**src/rtl/decode_arbiter_pkg.sv**
```systemverilog
// Shared types and constants for the round-robin decode arbiter.
// Holds widths, mode encodings and the rotating-priority pick helper.
package decode_arbiter_pkg;

    localparam int NUM_REQ = 4;
    localparam int PTR_W   = 2;
    localparam int MODE_W  = 2;
    localparam int IDX_W   = 4;
    localparam int Y_W     = 16;

    typedef enum logic [MODE_W-1:0] {
        MODE_2X4  = 2'b00,
        MODE_3X8  = 2'b01,
        MODE_4X16 = 2'b10,
        MODE_OFF  = 2'b11
    } mode_e;

    typedef enum logic {
        ST_EMPTY = 1'b0,
        ST_FULL  = 1'b1
    } state_e;

    typedef struct packed {
        logic             found;
        logic [PTR_W-1:0] idx;
    } pick_t;

    // First set request searching ptr, ptr+1, ... with wrap-around.
    // Walk from the farthest offset down so the nearest match wins.
    function automatic pick_t rr_pick(
        input logic [NUM_REQ-1:0] req,
        input logic [PTR_W-1:0]   ptr
    );
        pick_t            p;
        logic [PTR_W-1:0] cand;
        p = '0;
        for (int k = NUM_REQ - 1; k >= 0; k--) begin
            cand = ptr + PTR_W'(k);
            if (req[cand]) begin
                p.found = 1'b1;
                p.idx   = cand;
            end
        end
        return p;
    endfunction

endpackage

```
**src/rtl/mode_decoder.sv**
```systemverilog
// Shared mode-selectable one-hot decoder (2:4, 3:8, 4:16 or off).
// Bits above the selected range are always zero.
module mode_decoder
    import decode_arbiter_pkg::*;
(
    input  logic [MODE_W-1:0] mode_i,
    input  logic [IDX_W-1:0]  idx_i,
    output logic [Y_W-1:0]    y_o
);

    // Select decode width from mode; unused index bits are ignored.
    always_comb begin
        y_o = '0;
        unique case (mode_e'(mode_i))
            MODE_2X4:  y_o = {12'h000, 4'b0001 << idx_i[1:0]};
            MODE_3X8:  y_o = {8'h00, 8'b0000_0001 << idx_i[2:0]};
            MODE_4X16: y_o = 16'h0001 << idx_i;
            MODE_OFF:  y_o = '0;
        endcase
    end

endmodule

```
**src/rtl/decode_arbiter.sv**
```systemverilog
// Four requesters share one decoder through a round-robin arbiter.
// Result sits in a one-deep valid/ready output register.
module decode_arbiter
    import decode_arbiter_pkg::*;
(
    input  logic                  clk,
    input  logic                  rst_n,
    input  logic                  en_n,
    input  logic [NUM_REQ-1:0]    req,
    input  logic [NUM_REQ*2-1:0]  mode,
    input  logic [NUM_REQ*4-1:0]  idx,
    output logic [NUM_REQ-1:0]    gnt,
    output logic                  out_valid,
    input  logic                  out_ready,
    output logic [Y_W-1:0]        out_y,
    output logic [PTR_W-1:0]      out_owner
);

    state_e              state_q;
    logic                out_valid_q;
    logic [Y_W-1:0]      out_y_q;
    logic [PTR_W-1:0]    out_owner_q;
    logic [PTR_W-1:0]    ptr_q;
    logic [PTR_W-1:0]    ptr_d;

    logic                slot;
    logic                grant_any;
    pick_t               pick;
    logic [PTR_W-1:0]    win;
    logic [MODE_W-1:0]   win_mode;
    logic [IDX_W-1:0]    win_idx;
    logic [Y_W-1:0]      dec_y;

    // Capture slot, rotating pick, grant pulse and operand mux.
    always_comb begin
        slot      = rst_n && !en_n && (!out_valid_q || out_ready);
        pick      = rr_pick(req, ptr_q);
        grant_any = slot && pick.found;
        win       = pick.idx;
        gnt       = grant_any ? (4'b0001 << win) : '0;
        win_mode  = mode[{win, 1'b0} +: MODE_W];
        win_idx   = idx[{win, 2'b00} +: IDX_W];
        ptr_d     = grant_any ? win + 2'd1 : ptr_q;
    end

    mode_decoder u_dec (
        .mode_i (win_mode),
        .idx_i  (win_idx),
        .y_o    (dec_y)
    );

    // Output register FSM: load on grant, drain on accept.
    always_ff @(posedge clk) begin
        if (!rst_n) begin
            state_q     <= ST_EMPTY;
            out_valid_q <= 1'b0;
            out_y_q     <= '0;
            out_owner_q <= '0;
            ptr_q       <= '0;
        end else begin
            ptr_q <= ptr_d;
            unique case (state_q)
                ST_EMPTY: begin
                    if (grant_any) begin
                        state_q     <= ST_FULL;
                        out_valid_q <= 1'b1;
                        out_y_q     <= dec_y;
                        out_owner_q <= win;
                    end
                end
                ST_FULL: begin
                    if (grant_any) begin
                        out_y_q     <= dec_y;
                        out_owner_q <= win;
                    end else if (out_ready) begin
                        state_q     <= ST_EMPTY;
                        out_valid_q <= 1'b0;
                    end
                end
            endcase
        end
    end

    assign out_valid = out_valid_q;
    assign out_y     = out_y_q;
    assign out_owner = out_owner_q;

endmodule

```
**config.mk**
```make
export PLATFORM = sky130hd
export DESIGN_NAME = decode_arbiter
export DESIGN_NICKNAME = d
export VERILOG_FILES = /design/src/rtl/decode_arbiter_pkg.sv /design/src/rtl/mode_decoder.sv /design/src/rtl/decode_arbiter.sv
export SDC_FILE = /design/constraint.sdc
export NUM_CORES = 1
export LEC_CHECK = 0
export CELL_PAD_IN_SITES_DETAIL_PLACEMENT = 1
export CELL_PAD_IN_SITES_GLOBAL_PLACEMENT = 1
export CORE_MARGIN = 3
export CORE_UTILIZATION = 33
export DETAILED_ROUTE_END_ITERATION = 8
export GPL_TIMING_DRIVEN = 0
export PLACE_DENSITY_LB_ADDON = 0.1
export SLEW_MARGIN = 20
export SYNTH_ARGS = -nofsm -noshare
export SYNTH_HDL_FRONTEND = slang
export SYNTH_SLANG_ARGS = --single-unit
```
**constraint.sdc**
```tcl
create_clock -name clk -period 4.7 [get_ports clk]
set_input_delay 0.94 -clock clk [delete_from_list [all_inputs] [get_ports clk]]
set_output_delay 0.94 -clock clk [all_outputs]
set_load 0.02 [all_outputs]
```
==> impl_metrics.env <==
export IMPL_drv_slew=0
export IMPL_cts_resized=0
export IMPL_setup_tns_final_ps=0
export IMPL_numCtsBuffers=3
export IMPL_min_path_type="flop to flop"
export IMPL_outcome="finished clean"
export IMPL_cts_tree="done"
export IMPL_grt_ovfl_total=0
export IMPL_ys_types=38
export IMPL_post_cts_repair_setup_buffers=0
export IMPL_tightestPinTransition_ps=990
export IMPL_rrSetupSlack_ps=2230
export IMPL_stdcell_count=249
export IMPL_fmax_mhz=224
export IMPL_cp_top_family="buffers and inverters"
export IMPL_netlist_instances=143
export IMPL_ys_seq_area_share_pct=32.9
export IMPL_drv_cap=0
export IMPL_p_leak_uw=0.000762
export IMPL_setup_viol=0
export IMPL_antenna_cells=0
export IMPL_area_growth_pct=50.2
export IMPL_first_global_vias=1458
export IMPL_grt_pass1_wl_mm=7.16
export IMPL_ant_nets=0
export IMPL_period_needed_ps=4460
export IMPL_grt_use_met3_pct=4.64
export IMPL_nNetsFinal=238
export IMPL_syn_nets=179
export IMPL_yosysWarnings=0
export IMPL_die_h_um=69.7
export IMPL_synth_edf_count=0
export IMPL_cp_arrival_ps=3520
export IMPL_drcViolationCount=0
export IMPL_gr_max_usage_layer="met2"
export IMPL_dp_hpwl_mm=3.30
export IMPL_whs_ps=473
export IMPL_clk_pin_slew_ps=80
export IMPL_end_kind="output port"
export IMPL_wl_per_cell_um=16.6
export IMPL_slowest_delay_ps=530
export IMPL_cp_num_buf_inv=5
export IMPL_grt_max_degree=14
export IMPL_gp_congestion=0.872
export IMPL_drt_first_pass_iters=4
export IMPL_wl_mm=4.14
export IMPL_slew_headroom_pct=34.0
export IMPL_p_sw_share_pct=29.8
export IMPL_p_int_uw=396
export IMPL_vias_per_cell=5.31
export IMPL_async_flop_share_pct=0
export IMPL_syn_avg_cell_area_um2=9.36
export IMPL_crit_required_ps=3760
export IMPL_cpMaxStageDelayCell="clkdlybuf4s50_1"
export IMPL_cts_hold_buf=0
export IMPL_use_met2_pct=30.2
export IMPL_p_switching_uw=168
export IMPL_cp_depth=10
export IMPL_placedCellCount=245
export IMPL_timing_rr_start="ptr_q[0]"
export IMPL_io_buffers=54
export IMPL_cts_sinks=22
export IMPL_holdPathEnd="out_y[4]"
export IMPL_hold_start="out_y[4]"
export IMPL_grt_use_total_pct=17.9
export IMPL_layout_worst_path_cycle_share_pct=94.9
export IMPL_startpoint="req[3]"
export IMPL_core_area_um2=3770
export IMPL_final_cell_mix="54 x clkdlybuf4s50_1, 22 x dfxtp_1"
export IMPL_fin_worst_skew_ps=2.60
export IMPL_synth_ff_type="dfxtp_1"
export IMPL_start_util_pct=35.5
export IMPL_drive_gt1_share_pct=10.4
export IMPL_critPathKind="input pin to output port"
export IMPL_ys_ff_latch=22
export IMPL_final_area_um2=2010
export IMPL_reg2regPathDepth=9
export IMPL_ir_drop_v=0.000148
export IMPL_power_frac_comb_pct=33.2
export IMPL_clockBufferDepth=2
export IMPL_io_pin_count=55
export IMPL_clockRootBuffer="clkbuf_8"
export IMPL_die_width_um=69.7
export IMPL_power_density_nw_per_um2=280
export IMPL_post_dp_cell_area_um2=1940
export IMPL_fillerInstances=438
export IMPL_setup_worst_path_start_class="input pin"
export IMPL_syn_area_um2=1340
export IMPL_clkPwrFrac_pct=31.4
export IMPL_vias=1321
export IMPL_min_path_cells=1
export IMPL_cp_max_fo=10
export IMPL_die_area_um2=4860
export IMPL_pwr_share_seq_pct=35.4
export IMPL_htreeDepth=1
export IMPL_cp_common_cell="clkdlybuf4s50_1"
export IMPL_dr_first_iter_drc_count=56
export IMPL_rsz0062_at_grt="no"
export IMPL_r2r_end="out_y[5]"
export IMPL_path_cells="clkdlybuf4s50_1 > nor2_1 > buf_2 > or4_1 > clkbuf_1 > nand2_2 > inv_1 > ha_1 > and3_1 > clkdlybuf4s50_1"
export IMPL_layout_commonest_cell="clkdlybuf4s50_1"
export IMPL_antenna_found_initial=0
export IMPL_clk_latency_ps=260
export IMPL_use_met1_pct=22.6
export IMPL_rows=22
export IMPL_hold_viol=0
## flip-flops by register name (all words and copies together), names as in the netlist
register and cells:
out_valid 1, ptr_q 2, state_q 1, out_owner 2, out_y 16
## how the worst max path moves through the flow
stage	to
after CTS	gnt[2]
final	gnt[2]
after global routing	gnt[1]
after detailed placement	gnt[2]
after global placement	gnt[2]
after floorplan	gnt[0]
## power by group through the flow
stage	Combinational (uW)	Clock, uW	Sequential, uW
final	187	177	200
after global routing	206	187	201
after CTS	188	181	200
after detailed placement	186	0	204
after global placement	178	0	204
after floorplan	108	0	210
## worst reg2reg max path: cells and delay by family, from the launching register on
family / cells / cell delay, ps
and+or+nand+nor: 3 / 720
AOI/OAI and AO/OA: 3 / 680
DFF: 1 / 400
muxes: 1 / 300
buffers and inverters: 2 / 270
## through the flow
step                utilization, %  worst slack [ps]  total power [uW]
detailed placement            51.4               259               390
floorplan                        -              1390               318
global route                  53.3              88.7               594
finish                        53.3               240               564
CTS                           53.3               235               569
global placement              51.4               307               382
## cell families (layout without fill, tap and decap cells)
logic type / after synthesis / count (layout) / share of synthesized area, %
adder cells (fa/ha/maj): 4 / 4 / 3.74
AO/OA/AOI/OAI: 39 / 39 / 26.5
flip-flops: 22 / 22 / 32.9
AND/OR/NAND/NOR: 53 / 53 / 23.5
buffers and inverters: 16 / 74 / 6.07
multiplexers: 9 / 9 / 7.29
## area by class of cell
| cell class | instances | area [um2] | share of cell area (%) |
|---|---|---|---|
| inverter | 5 | 18.8 | 0.933 |
| buffer | 11 | 62.6 | 3.11 |
| multi-input combinational | 105 | 817 | 40.6 |
| sequential | 22 | 440 | 21.9 |
| tap | 48 | 60.1 | 2.99 |
| clock inverter | 1 | 30.0 | 1.49 |
| clock buffer | 3 | 41.3 | 2.05 |
| timing repair buffer | 54 | 541 | 26.9 |
## routing by layer
metal / share of wire, % / vias up / wire (um)
met3: 5.7 / 2 / 234
met1: 45 / 623 / 1870
li1: - / 656 / -
met2: 48 / 40 / 2010
met5: 0 / - / 0
met4: 0.58 / 0 / 24
## Yosys cell counts, types with 5 or more instances
master     n  area [um2]
a221oi_1   5        43.8
a22o_1     8        70.1
a32o_1     8        80.1
clkbuf_1   6        22.5
dfxtp_1   22         440
mux2i_1    6        60.1
nand2_1    7        26.3
nand3_1    8        40.0
nor2_1     8        30.0
nor2b_1    8        50.1
Note: power is estimated with default switching activity, not from simulation.
==> edit 1 (same flow settings) <==
The package constant `NUM_REQ` goes from 4 to 2.
--- a/src/rtl/decode_arbiter_pkg.sv
+++ b/src/rtl/decode_arbiter_pkg.sv
@@ -4,3 +4,3 @@
 
-    localparam int NUM_REQ = 4;
+    localparam int NUM_REQ = 2;
     localparam int PTR_W   = 2;
Interface: changed (resized gnt, idx, mode and req); port bits go from 55 to 39. No check against the original RTL was run, so the function may have changed too.
==> edit 1 against the unedited design <==
Die area up 4.0%; clock skew decreased by 0.0015 ns; worst hold slack got worse by 0.019 ns; cell area down 4.6%; sequential cell count did not move; setup slack gained 0.11 ns; first-iteration DRC count shrank 1.8%; wire length rose by 14%; critical path depth decreased by 4; total power is 10% lower; non-clock buffer count fell by 15; area after synthesis increased by 4.4%; critical path type unchanged; critical endpoint is now gnt[1]; highest routed layer unchanged.
==> edit 1: results (changes against the unedited design) <==
hpwl dp 3690 um (was 3300 um); Crit. Startpoint req[0] (was req[3]); worst reg2reg path endpoint out_y[10] (was out_y[5]); Worst VDD drop 156 uV (was 148 uV); bufs w/o clock 50 (was 65); Netlist cell types 50 (was 38); mean post-synth cell area 8.08 um^2 (was 9.36 um^2); max incr delay on CP 0.68 ns (was 0.53 ns); Pleak 0.748 nW (was 0.762 nW); R2R setup slack 2.55 ns (was 2.23 ns); worst r2r path cells 6 (was 9); sequential cell area share 0.230 (was 0.219); Comb power 0.125 mW (was 0.187 mW); Signal buf overhead 0.230 (was 0.300); #MultiIn Comb 135 (was 105); synthesized-area fraction occupied by adder cells 0.0179 (was 0.0374); # diodes 0 (unchanged); Placed Area 1840 um^2 (was 1940 um^2); run status finished clean (unchanged); Final #Nets 236 (was 238); hold endpoint out_y[8] (was out_y[4]); WL met3 254 um (was 234 um); PortBufs 38 (was 54); met1 GRT Util 0.261 (was 0.226); multi-input logic area 887 um^2 (was 817 um^2); share of layout cells above drive strength 1 0.0884 (was 0.104); met2 routed WL 2330 um (was 2010 um); Area contributors post-synth dfxtp_1 (32%), a211oi_1 (4.3%), and3b_1 (3.8%) (was dfxtp_1 (33%), a32o_1 (6.0%), a22o_1 (5.2%)); clock-pin slew on the worst setup and hold paths 0.09 ns; Met1 Wirelength 2120 um (was 1870 um); multiplexer share of the synthesized area 0.0224 (was 0.0729); final wirelength 4730 um (was 4140 um); Seq/Total Area, Yosys 0.315 (was 0.329); post-synthesis compound-gate area fraction 0.272 (was 0.265); Seq cells 22 (unchanged); crit path max fanout 10 (unchanged); Placer Congestion 0.922 (was 0.872); met2 Resource Use GR 0.335 (was 0.302); skew final 0.00109 ns (was 0.00260 ns); CP arrival 3.41 ns (was 3.52 ns); fill count 501 (was 438); first-pass GRT wire length 7910 um (was 7160 um); GRT met3 Usage 0.0341 (was 0.0464); P_sw 0.148 mW (was 0.168 mW); pin count of the biggest net entering global routing 14 (unchanged); initial DRC count 55 (was 56); Min-Delay Path Depth 2 (was 1); Inverters 4 (was 5); Final clock-cell share 0.0372 (was 0.0355); sequential cell fraction of total power 0.388 (was 0.354); vias per cell 5.93 (was 5.31); net count after synthesis 193 (was 179); Total GRT Usage 0.195 (was 0.179); CTS Buf Count 3 (unchanged); Hold Startpoint out_y[8] (was out_y[4]); # Post-CTS Setup Buffers 0 (unchanged); Least-Margin Pin Slew 0.660 ns (was 0.990 ns); clk buf depth 2 (unchanged); worst setup path endpoint gnt[1] (was gnt[2])
## edit 1: cell count changes after synthesis, sizes merged, moves of 5 or more
cell,change
nor2b,-5
nand4,+8
a21oi,+7
o21ai,+11
and3b,+6
a221oi,-5
a22o,-8
nor2,+6
a32o,-7
a211oi,+8
## edit 1: cell families after synthesis
kind of cell / count (synthesis)
and+or+nand+nor: 76
AOI/OAI and AO/OA: 54
DFF: 22
buffers and inverters: 16
muxes: 3
adders and majority gates: 2
## edit 1: metrics by stage
stage	setup WS [ns]	cells	hold slack, ns	power [mW]	util
global placement	0.307	261	0.439	0.319	0.457
global route	0.179	265	0.481	0.528	0.476
finish	0.347	265	0.454	0.505	0.476
floorplan	1.84	173	0.474	0.271	-
CTS	0.190	265	0.458	0.505	0.475
detailed placement	0.217	261	0.448	0.323	0.457
## edit 1: what timing repair did
item	in CTS	in global routing
gates resized for setup	0	1
hold buffers	0	0
setup endpoints to repair	0	2
==> edit 2 (same settings) <==
Without the edit above. Add an input register stage for `mode`, without a reset; this delays it by one clock. The other inputs are not delayed to match.
--- a/src/rtl/decode_arbiter.sv
+++ b/src/rtl/decode_arbiter.sv
@@ -17,2 +17,8 @@
 );
+
+    logic [NUM_REQ*2-1:0] mode_q;
+
+    always_ff @(posedge clk) begin
+        mode_q <= mode;
+    end
 
@@ -40,3 +46,3 @@
         gnt       = grant_any ? (4'b0001 << win) : '0;
-        win_mode  = mode[{win, 1'b0} +: MODE_W];
+        win_mode  = mode_q[{win, 1'b0} +: MODE_W];
         win_idx   = idx[{win, 2'b00} +: IDX_W];
Formal check against the unedited RTL: not equivalent (Yosys sat finds a counterexample within 4 cycles, from zero or initial values and one cycle with rst_n low).
==> edit 2 against the unedited design <==
Sequential cell count grew 8; area after synthesis grew 11%; total power grew 19%; setup slack gained 0.092 ns; wire length grew 0.22%; synthesized cell count grew 7.0%; cell area grew 8.4%; critical endpoint is now gnt[1].
==> edit 2: results (changes against the unedited design) <==
DRT Pass-1 Iters 3 (was 4); post-route insts no fill 265 (was 249); Placer Congestion 0.794 (was 0.872); GRT met3 Usage 0.0441 (was 0.0464); net count after synthesis 189 (was 179); skew final 0.00272 ns (was 0.00260 ns); clock-pin slew on the worst setup and hold paths 0.06 ns (was 0.08 ns); P_sw 0.201 mW (was 0.168 mW); Seq/Total Area, Yosys 0.404 (was 0.329); initial DRC count 54 (was 56); Worst VDD drop 203 uV (was 148 uV); fin area 2180 um^2 (was 2010 um^2); first-pass GRT wire length 6980 um (was 7160 um); fill count 469 (was 438); Pleak 0.806 nW (was 0.762 nW); met1 GRT Util 0.195 (was 0.226); Max-slew headroom 0.575 (was 0.340); Total GRT Usage 0.171 (was 0.179); final wirelength 4150 um (was 4140 um); CTS Buf Count 5 (was 3); clock insertion delay at the later pin of the skew report 0.28 ns (was 0.26 ns); H-tree depth 2 (was 1); dpl ws 0.314 ns (was 0.259 ns); run status finished clean (unchanged); post-synth top area share 0.404 (was 0.329); Area contributors post-synth dfxtp_1 (40%), nand2_1 (4.3%), ha_1 (3.4%) (was dfxtp_1 (33%), a32o_1 (6.0%), a22o_1 (5.2%)); synthesized-area fraction occupied by adder cells 0.0337 (was 0.0374); vias per cell 5.29 (was 5.31); multiplexer share of the synthesized area 0.0202 (was 0.0729); post-synthesis compound-gate area fraction 0.254 (was 0.265); Placed Area 2090 um^2 (was 1940 um^2); cells after synthesis 153 (was 143); vias in the first global route 1,491 (was 1,458); hpwl dp 3370 um (was 3300 um); CP arrival 3.43 ns (was 3.52 ns); Final #Nets 250 (was 238)
[edit 2: changes by cell type after synthesis, moves of 4 or more]
cell / change
nand2_1: +10
nor3b_1: -4
a22o_1: -5
nor2b_1: -5
a211oi_1: +5
dfxtp_1: +8
o21ai_1: +8
clkbuf_1: -4
a21bo_1: -4
a221oi_1: -4
a32o_1: -6
[edit 2: worst max-delay path: stages]
cell	delay, ns
clkdlybuf4s50_1	0.59
nor4_1	0.13
a2111oi_4	0.58
clkbuf_1	0.37
and2_1	0.20
clkdlybuf4s50_1	0.60
[edit 2: power groups by stage]
stage,logic [mW],clock network [mW],registers (mW)
4_1_cts,0.185,0.218,0.275
6_report,0.184,0.213,0.275
3_5_place_dp,0.185,0,0.281
2_1_floorplan,0.107,0,0.287
3_3_place_gp,0.179,0,0.279
5_1_grt,0.202,0.230,0.276
[edit 2: cells by family (layout without fill, tap and decap cells)]
kind of cell | after synthesis | after routing
AND/OR/NAND/NOR | 59 | 59
AO/OA/AOI/OAI | 46 | 46
multiplexers | 3 | 3
adder cells (fa/ha/maj) | 4 | 4
buffers and inverters | 11 | 73
flip-flops | 30 | 30
[edit 2: routing by layer]
metal,part of all wire,vias up
met5,0,-
met4,0.013,0
met3,0.053,4
met2,0.51,38
met1,0.42,678
li1,-,681
[edit 2: worst paths after layout]
path	from	endpoint	slack [ns]	cells after the start
worst max-delay path	req[1]	gnt[1]	0.33	6
worst min-delay path	out_y[10]	out_y[10]	0.45	2
worst max register to register	ptr_q[1]	out_y[15]	2.43	7
worst min register to register	out_y[10]	out_y[10]	0.45	2
[edit 2: cell type report]
type                       count  area share
inverter                       6      0.0103
clock buffer                   7      0.0396
timing repair buffer          54       0.248
sequential                    30       0.276
multi-input combinational    112       0.381
buffer                         5      0.0144
clock inverter                 1     0.00230
tap                           50      0.0287
